**src/rtl/hvcc_charge_seq.sv**
```systemverilog
// High-voltage capacitor charge sequencer: pulses the charger gate until the
// synchronized comparator reports target voltage, then holds READY until fired.
module hvcc_charge_seq #(
    parameter int unsigned FIRE_CYC    = 16,
    parameter int unsigned SYNC_STAGES = 2
) (
    input  logic        clk,
    input  logic        rst,
    input  logic        start,
    input  logic        abort,
    input  logic        fire_req,
    input  logic        v_ok,
    input  logic [7:0]  t_on,
    input  logic [7:0]  t_off,
    input  logic [15:0] max_pulses,
    output logic        gate,
    output logic        dump,
    output logic        ready,
    output logic        busy,
    output logic        fault,
    output logic [2:0]  state,
    output logic [15:0] pulse_cnt
);
    localparam int unsigned TW = 16;
    localparam int unsigned CW = 16;
    localparam int unsigned SW = 3;

    localparam logic [SW-1:0] S_IDLE  = 3'd0;
    localparam logic [SW-1:0] S_ON    = 3'd1;
    localparam logic [SW-1:0] S_OFF   = 3'd2;
    localparam logic [SW-1:0] S_READY = 3'd3;
    localparam logic [SW-1:0] S_FIRE  = 3'd4;
    localparam logic [SW-1:0] S_FAULT = 3'd5;

    logic [SW-1:0] state_q, state_d;
    logic [TW-1:0] timer_q, timer_d;
    logic [CW-1:0] cnt_q, cnt_d;
    logic [7:0]    t_on_l, t_off_l;
    logic [CW-1:0] max_l;
    logic          latch_en;
    logic          v_ok_s;
    logic [TW-1:0] on_load, off_load;
    logic          gate_d, dump_d, ready_d, busy_d, fault_d;

    // Comparator synchronizer chain
    logic [SYNC_STAGES-1:0] sync_q;
    generate
        if (SYNC_STAGES == 1) begin : g_sync1
            always_ff @(posedge clk) begin
                if (rst) sync_q <= '0;
                else     sync_q <= v_ok;
            end
        end else begin : g_syncn
            always_ff @(posedge clk) begin
                if (rst) sync_q <= '0;
                else     sync_q <= {sync_q[SYNC_STAGES-2:0], v_ok};
            end
        end
    endgenerate
    assign v_ok_s = sync_q[SYNC_STAGES-1];

    // Timer reload values; a zero off-time still spends one cycle in OFF
    assign on_load  = TW'(t_on_l) - TW'(1);
    assign off_load = (t_off_l == 8'd0) ? '0 : (TW'(t_off_l) - TW'(1));

    // State, timer and pulse counter registers
    always_ff @(posedge clk) begin
        if (rst) begin
            state_q <= S_IDLE;
            timer_q <= '0;
            cnt_q   <= '0;
        end else begin
            state_q <= state_d;
            timer_q <= timer_d;
            cnt_q   <= cnt_d;
        end
    end

    // Charge parameters captured only when a start is accepted
    always_ff @(posedge clk) begin
        if (rst) begin
            t_on_l  <= '0;
            t_off_l <= '0;
            max_l   <= '0;
        end else if (latch_en) begin
            t_on_l  <= t_on;
            t_off_l <= t_off;
            max_l   <= max_pulses;
        end
    end

    // Next-state, timer and counter logic; abort overrides everything
    always_comb begin
        state_d  = state_q;
        timer_d  = timer_q;
        cnt_d    = cnt_q;
        latch_en = 1'b0;
        if (abort) begin
            state_d = S_IDLE;
            timer_d = '0;
        end else begin
            case (state_q)
                S_IDLE: begin
                    if (start) begin
                        latch_en = 1'b1;
                        cnt_d    = '0;
                        if (t_on == 8'd0 || max_pulses == 16'd0) begin
                            state_d = S_FAULT;
                            timer_d = '0;
                        end else begin
                            state_d = S_ON;
                            timer_d = TW'(t_on) - TW'(1);
                        end
                    end
                end
                S_ON: begin
                    if (timer_q == '0) begin
                        state_d = S_OFF;
                        timer_d = off_load;
                        if (cnt_q != {CW{1'b1}}) cnt_d = cnt_q + CW'(1);
                    end else begin
                        timer_d = timer_q - TW'(1);
                    end
                end
                S_OFF: begin
                    if (timer_q == '0) begin
                        if (v_ok_s) begin
                            state_d = S_READY;
                        end else if (cnt_q >= max_l) begin
                            state_d = S_FAULT;
                        end else begin
                            state_d = S_ON;
                            timer_d = on_load;
                        end
                    end else begin
                        timer_d = timer_q - TW'(1);
                    end
                end
                S_READY: begin
                    // Fire wins over a droop seen in the same cycle
                    if (fire_req) begin
                        state_d = S_FIRE;
                        timer_d = TW'(FIRE_CYC - 1);
                    end else if (!v_ok_s) begin
                        state_d = S_ON;
                        timer_d = on_load;
                    end
                end
                S_FIRE: begin
                    if (timer_q == '0) state_d = S_IDLE;
                    else               timer_d = timer_q - TW'(1);
                end
                S_FAULT: begin
                    state_d = S_FAULT;
                end
                default: begin
                    state_d = S_IDLE;
                    timer_d = '0;
                end
            endcase
        end
    end

    // Output decode from the upcoming state so the registered outputs track state_q
    always_comb begin
        gate_d  = 1'b0;
        dump_d  = 1'b0;
        ready_d = 1'b0;
        busy_d  = 1'b0;
        fault_d = 1'b0;
        case (state_d)
            S_ON: begin
                gate_d = 1'b1;
                busy_d = 1'b1;
            end
            S_OFF:   busy_d  = 1'b1;
            S_READY: ready_d = 1'b1;
            S_FIRE: begin
                dump_d = 1'b1;
                busy_d = 1'b1;
            end
            S_FAULT: fault_d = 1'b1;
            default: ;
        endcase
    end

    always_ff @(posedge clk) begin
        if (rst) begin
            gate  <= 1'b0;
            dump  <= 1'b0;
            ready <= 1'b0;
            busy  <= 1'b0;
            fault <= 1'b0;
        end else begin
            gate  <= gate_d;
            dump  <= dump_d;
            ready <= ready_d;
            busy  <= busy_d;
            fault <= fault_d;
        end
    end

    assign state     = state_q;
    assign pulse_cnt = cnt_q;

endmodule

```
**config.mk**
```make
export PLATFORM = sky130hd
export DESIGN_NAME = hvcc_charge_seq
export DESIGN_NICKNAME = d
export VERILOG_FILES = /design/src/rtl/hvcc_charge_seq.sv
export SDC_FILE = /design/constraint.sdc
export NUM_CORES = 1
export LEC_CHECK = 0
export CAP_MARGIN = 20
export CORE_MARGIN = 2
export CORE_UTILIZATION = 40
export DETAILED_ROUTE_END_ITERATION = 10
export GPL_ROUTABILITY_DRIVEN = 0
export HOLD_SLACK_MARGIN = 0.15
export SYNTH_ARGS = -nofsm -noshare
export SYNTH_HDL_FRONTEND = slang
export SYNTH_SLANG_ARGS = --single-unit
```
**constraint.sdc**
```tcl
create_clock -name clk -period 2.9 [get_ports clk]
set_input_delay 0.58 -clock clk [delete_from_list [all_inputs] [get_ports clk]]
set_output_delay 0.58 -clock clk [all_outputs]
set_load 0.02 [all_outputs]
```
### Word-level counts from Yosys, hierarchy flattened

Index checks and enable logic that the tools add are counted.

* register bits: 74
* latch bits: 0
* bits in writable memories: 0
* memory bits (read-only): 0
* input port bits: 38
* output and inout bits: 24
* logic and storage cells: 83
* memories kept: 0

* $add $sub $neg: 5
* multipliers: 0
* div/mod/pow operators: 0
* order comparisons: 1
* eq/ne operators: 18
* shifts and indexed selects: 0
* mux-type cells: 34
* bitwise logic cells: 2
* reductions and logical operators: 11

Operator list (number)
* two-way mux 16 bit: 13
* case mux 16 bit (6 select lines): 1
* logical NOT 16 bit: 2
* case mux 16 bit (2 select lines): 1
* two-way mux 3 bit: 10
* subtractor 8 x 1 -> 9 bit (second input constant): 3
* case mux 3 bit (6 select lines): 1
* adder 16 x 1 -> 16 bit (second input constant): 1
* greater-or-equal comparator 16 bit: 1
* logical NOT 8 bit: 2
* inequality test 16 bit (second input constant): 1
* subtractor 16 x 1 -> 16 bit (second input constant): 1
* equality test 3 x 2 -> 1 bit (second input constant): 4
* equality test 3 bit (second input constant): 4
* inequality test 3 bit (second input constant): 3
* two-way mux 1 bit: 8
* inequality test 2 bit (second input constant): 4
* equality test 3 x 1 -> 1 bit (second input constant): 2
* AND reduction 6 bit: 1
* AND reduction 5 bit: 1
* logical NOT 3 bit: 1
* OR reduction 3 bit: 1
* NOT 1 bit: 2
* nonzero test 2 bit: 1
* other kinds (2): 2

### Logic depth before layout (Yosys ltp)

* depth in word-level cells: 9
* depth in mapped cells: 10
* depth with buffers taken out: 9

### Least setup slack after synthesis

OpenSTA, ideal clock, no wires.

* kind: reg-to-reg
* from: register timer_q[0]
* to: register cnt_q[10] (netlist: pulse_cnt[10])
* setup time: 0.070 ns
* arrival time: 2.297 ns
* data required time: 2.830 ns
* slack: 0.533 ns
* stages on the path, launching flop included: 10
* buffers on the path: 1
* clock period less this slack: 2.367 ns
* cells stage by stage: dfxtp_1 > inv_1 > ha_1 > nor4b_1 > and4_4 > nor2_2 > or4b_1 > clkbuf_2 > or3_1 > a21oi_1

* word-level cells in the longest chain between the ends: 3

RTL lines
* from (decl): line 36 `logic [TW-1:0] timer_q, timer_d;`
* from (signal assigned): line 74 `timer_q <= timer_d;`
* logical NOT 16 bit: line 117 `if (timer_q == '0) begin`
* inequality test 2 bit (no line)
* AND reduction 5 bit (no line)
* to (signal assigned): line 75 `cnt_q <= cnt_d;`
* to (decl): line 37 `logic [CW-1:0] cnt_q, cnt_d;`

No other way between the ends.
A chain may end at the register's enable or synchronous reset.

### Worst setup path in the final report

* from: register timer_q[0]
* to: register cnt_q[8] (netlist: pulse_cnt[8])

The elaborated chain is that of the path after synthesis.

==> out/metrics.cfg <==
[outcome]
outcome = finished, final reports clean

[sta]
rsz0062_at_grt = no
finalHoldViolCount = 0
slew_violations = 0
fmax_ghz = 0.374
slew_headroom = 0.593
setup_slack_ns = 0.225
finalCritPeriodShare = 0.922
setup_viol = 0
tightest_slew_ns = 0.607
fin_worst_skew_ns = 0.00754
tns_ns = 0
period_minus_slack_ns = 2.68

[yosys]
yosys.cell_count.top_type = nand2_1
ys_seq_area_frac = 0.342
netlist_instances = 578
synth_common_cells = nand2_1, dfxtp_1, a21oi_1, nor2_1, o21ai_0
synthesis.nets = 640
yosysTopAreaCell = dfxtp_1
synth_ff_type = dfxtp_1
syn_avg_cell_area_sq_um = 7.49
synth_seq_cells = 74
synth_edf_count = 0
netlist_area_sq_um = 4330
synthArstFlopShare = 0
synth_warnings = 0
ys_top_cells_by_area = dfxtp_1, nand2_1, a21oi_1, ha_1, nor2_1
synth.top_cell.area_share = 0.342
ys_types = 60

[clock_tree]
postCtsSetupRepairBufs = 0
clock_latency_ns = 0.37
htreeDepth = 3
clk_path_buf_depth = 2
clock-sinks = 74
clk_pin_slew_ns = 0.07
cts_root_buffer = clkbuf_8
numCtsBuffers = 9
cts_tree = yes
cts_resized = 0
cts_hold_buf = 0

[placement]
dpl_worst_slack_ns = 0.134
dp.cells = 772
post-dp-hpwl_um = 8980
dpl_cell_area_sq_um = 5160
portBuffers = 61

[setup_path]
critPathKind = reg2reg
worst_ep_arrival_time_ns = 2.97
crit_fanout = 7
path_buf_inv = 1
slowest_delay_ns = 0.64
crit_slowest_cell = or4b_1
path_cells = inv_1 > ha_1 > nor4b_1 > and4_4 > nor2_2 > or4b_1 > or3_1 > a21oi_1
crit_required_ns = 3.19
cp-end-kind = flop
startpoint_type = flop
path_delay_family = simple AND/OR/NAND/NOR gates
r2r_setup_slack_ns = 0.22

[grt]
grt_pass1_vias = 4046
antenna_found_initial = 0
grt_usage = 0.216
globalRouteOverflowTotal = 0
grt_pass1_wl_um = 19800
grt_max_degree = 35

[cells_and_area]
nets = 709
fin_cells = 788
fin_util = 0.513
drive_gt1_frac = 0.0736
syn2layout_area_growth_pct = 23.3
antennaDiodeCount = 0
fin_area_sq_um = 5340

[detailed_routing]
finalWirelength_um = 11700
route.vias.total = 4236
wl_per_cell_um = 14.9
ant_nets = 0
drc_errors = 0
drt_iter0_markers = 186
routed_via_density = 5.38
first_pass_iters = 5

[floorplanning]
initial_core_util = 0.416
die_x_um = 108
core_area_sq_um = 10400
die_area_sq_um = 11700
dieHeight_um = 108
ios = 62
rows = 37

[worst_hold_path]
min_path_type = reg2reg

[power_and_ir_drop]
ir_drop_mv = 0.312
p_leak_uw = 0.00199
power_density_nw_per_um2 = 448

[job]
maxCapViolCount = 0

-- layer usage --
metal  global-route usage  routed length [um]
met1                0.283                5490
met4               0.0760                 206
met3               0.0506                 583
met2                0.347                5450
met5                    0                   0
-- power breakdown --
part	leakage [uW]	total [uW]	switching [uW]	internal (uW)
combinational	0.00130	522	293	228
sequential	0.000601	1080	34.0	1050
clock	0.0000958	786	395	391
total	0.00199	2390	722	1670
-- tightest hold or removal path, delay by kind of cell, from the launching register on --
kind	cells	cell delay [ns]
DFF	1	0.31
AOI/OAI and AO/OA	1	0.05
and+or+nand+nor	1	0.05
-- sequential cells by signal, summed over array words and instances, names as in the netlist --
signal     count
max_l         16
pulse_cnt     16
timer_q       16
t_off_l        8
t_on_l         8
state          3
sync_q         2
busy           1
dump           1
fault          1
gate           1
ready          1
-- cells in the final DEF, fill, tap and decap left out, types with 3 or more instances in the layout --
cell type,n
o221ai_1,3
o21ai_0,34
ha_1,24
nor2_1,55
a21oi_1,63
a22oi_1,4
o211ai_1,5
a31oi_1,3
or3_1,3
o22ai_1,8
nand4_1,8
nor4_1,11
xor2_1,13
nor3_1,20
clkdlybuf4s50_1,61
nor2b_1,7
nand3_1,13
clkinv_2,4
buf_4,20
xnor2_1,18
nand2b_1,3
and3_1,4
nor4b_1,4
inv_1,33
or4_1,3
dfxtp_1,74
or2_2,3
nand2_1,97
clkbuf_8,9
-- final timing paths --
check,from,to,depth (start not counted)
worst max-delay path,timer_q[0],pulse_cnt[8],8
worst max register to register,timer_q[0],pulse_cnt[8],8
worst min-delay path,max_l[1],max_l[1],2
worst min register to register,max_l[1],max_l[1],2
-- through the flow --
step           total power [uW]  hold WS, ns
6_report                   2390        0.460
2_1_floorplan              1440        0.414
3_3_place_gp               1620        0.446
4_1_cts                    2410        0.463
3_5_place_dp               1630        0.450
5_1_grt                    2530        0.476
-- cells by family (layout without fill, tap and decap cells) --
family,Yosys count,in the layout,share of synthesized area
and+or+nand+nor,249,249,0.276
DFF,74,74,0.342
xor gates and xnor gates,31,31,0.0627
buffers and inverters,56,130,0.0534
AOI/OAI and AO/OA,142,142,0.192
adders and majority gates,24,24,0.0693
muxes,2,2,0.00462
-- area by class of cell --
type | count | area, sq um
Clock buffer | 10 | 128
Clock inverter | 6 | 57.6
Fill cell | 1083 | 5070
Inverter | 33 | 124
Multi-Input combinational cell | 448 | 2620
Sequential cell | 74 | 1480
Tap cell | 136 | 170
Timing Repair Buffer | 81 | 761
Note: power is estimated with default switching activity, not from simulation.
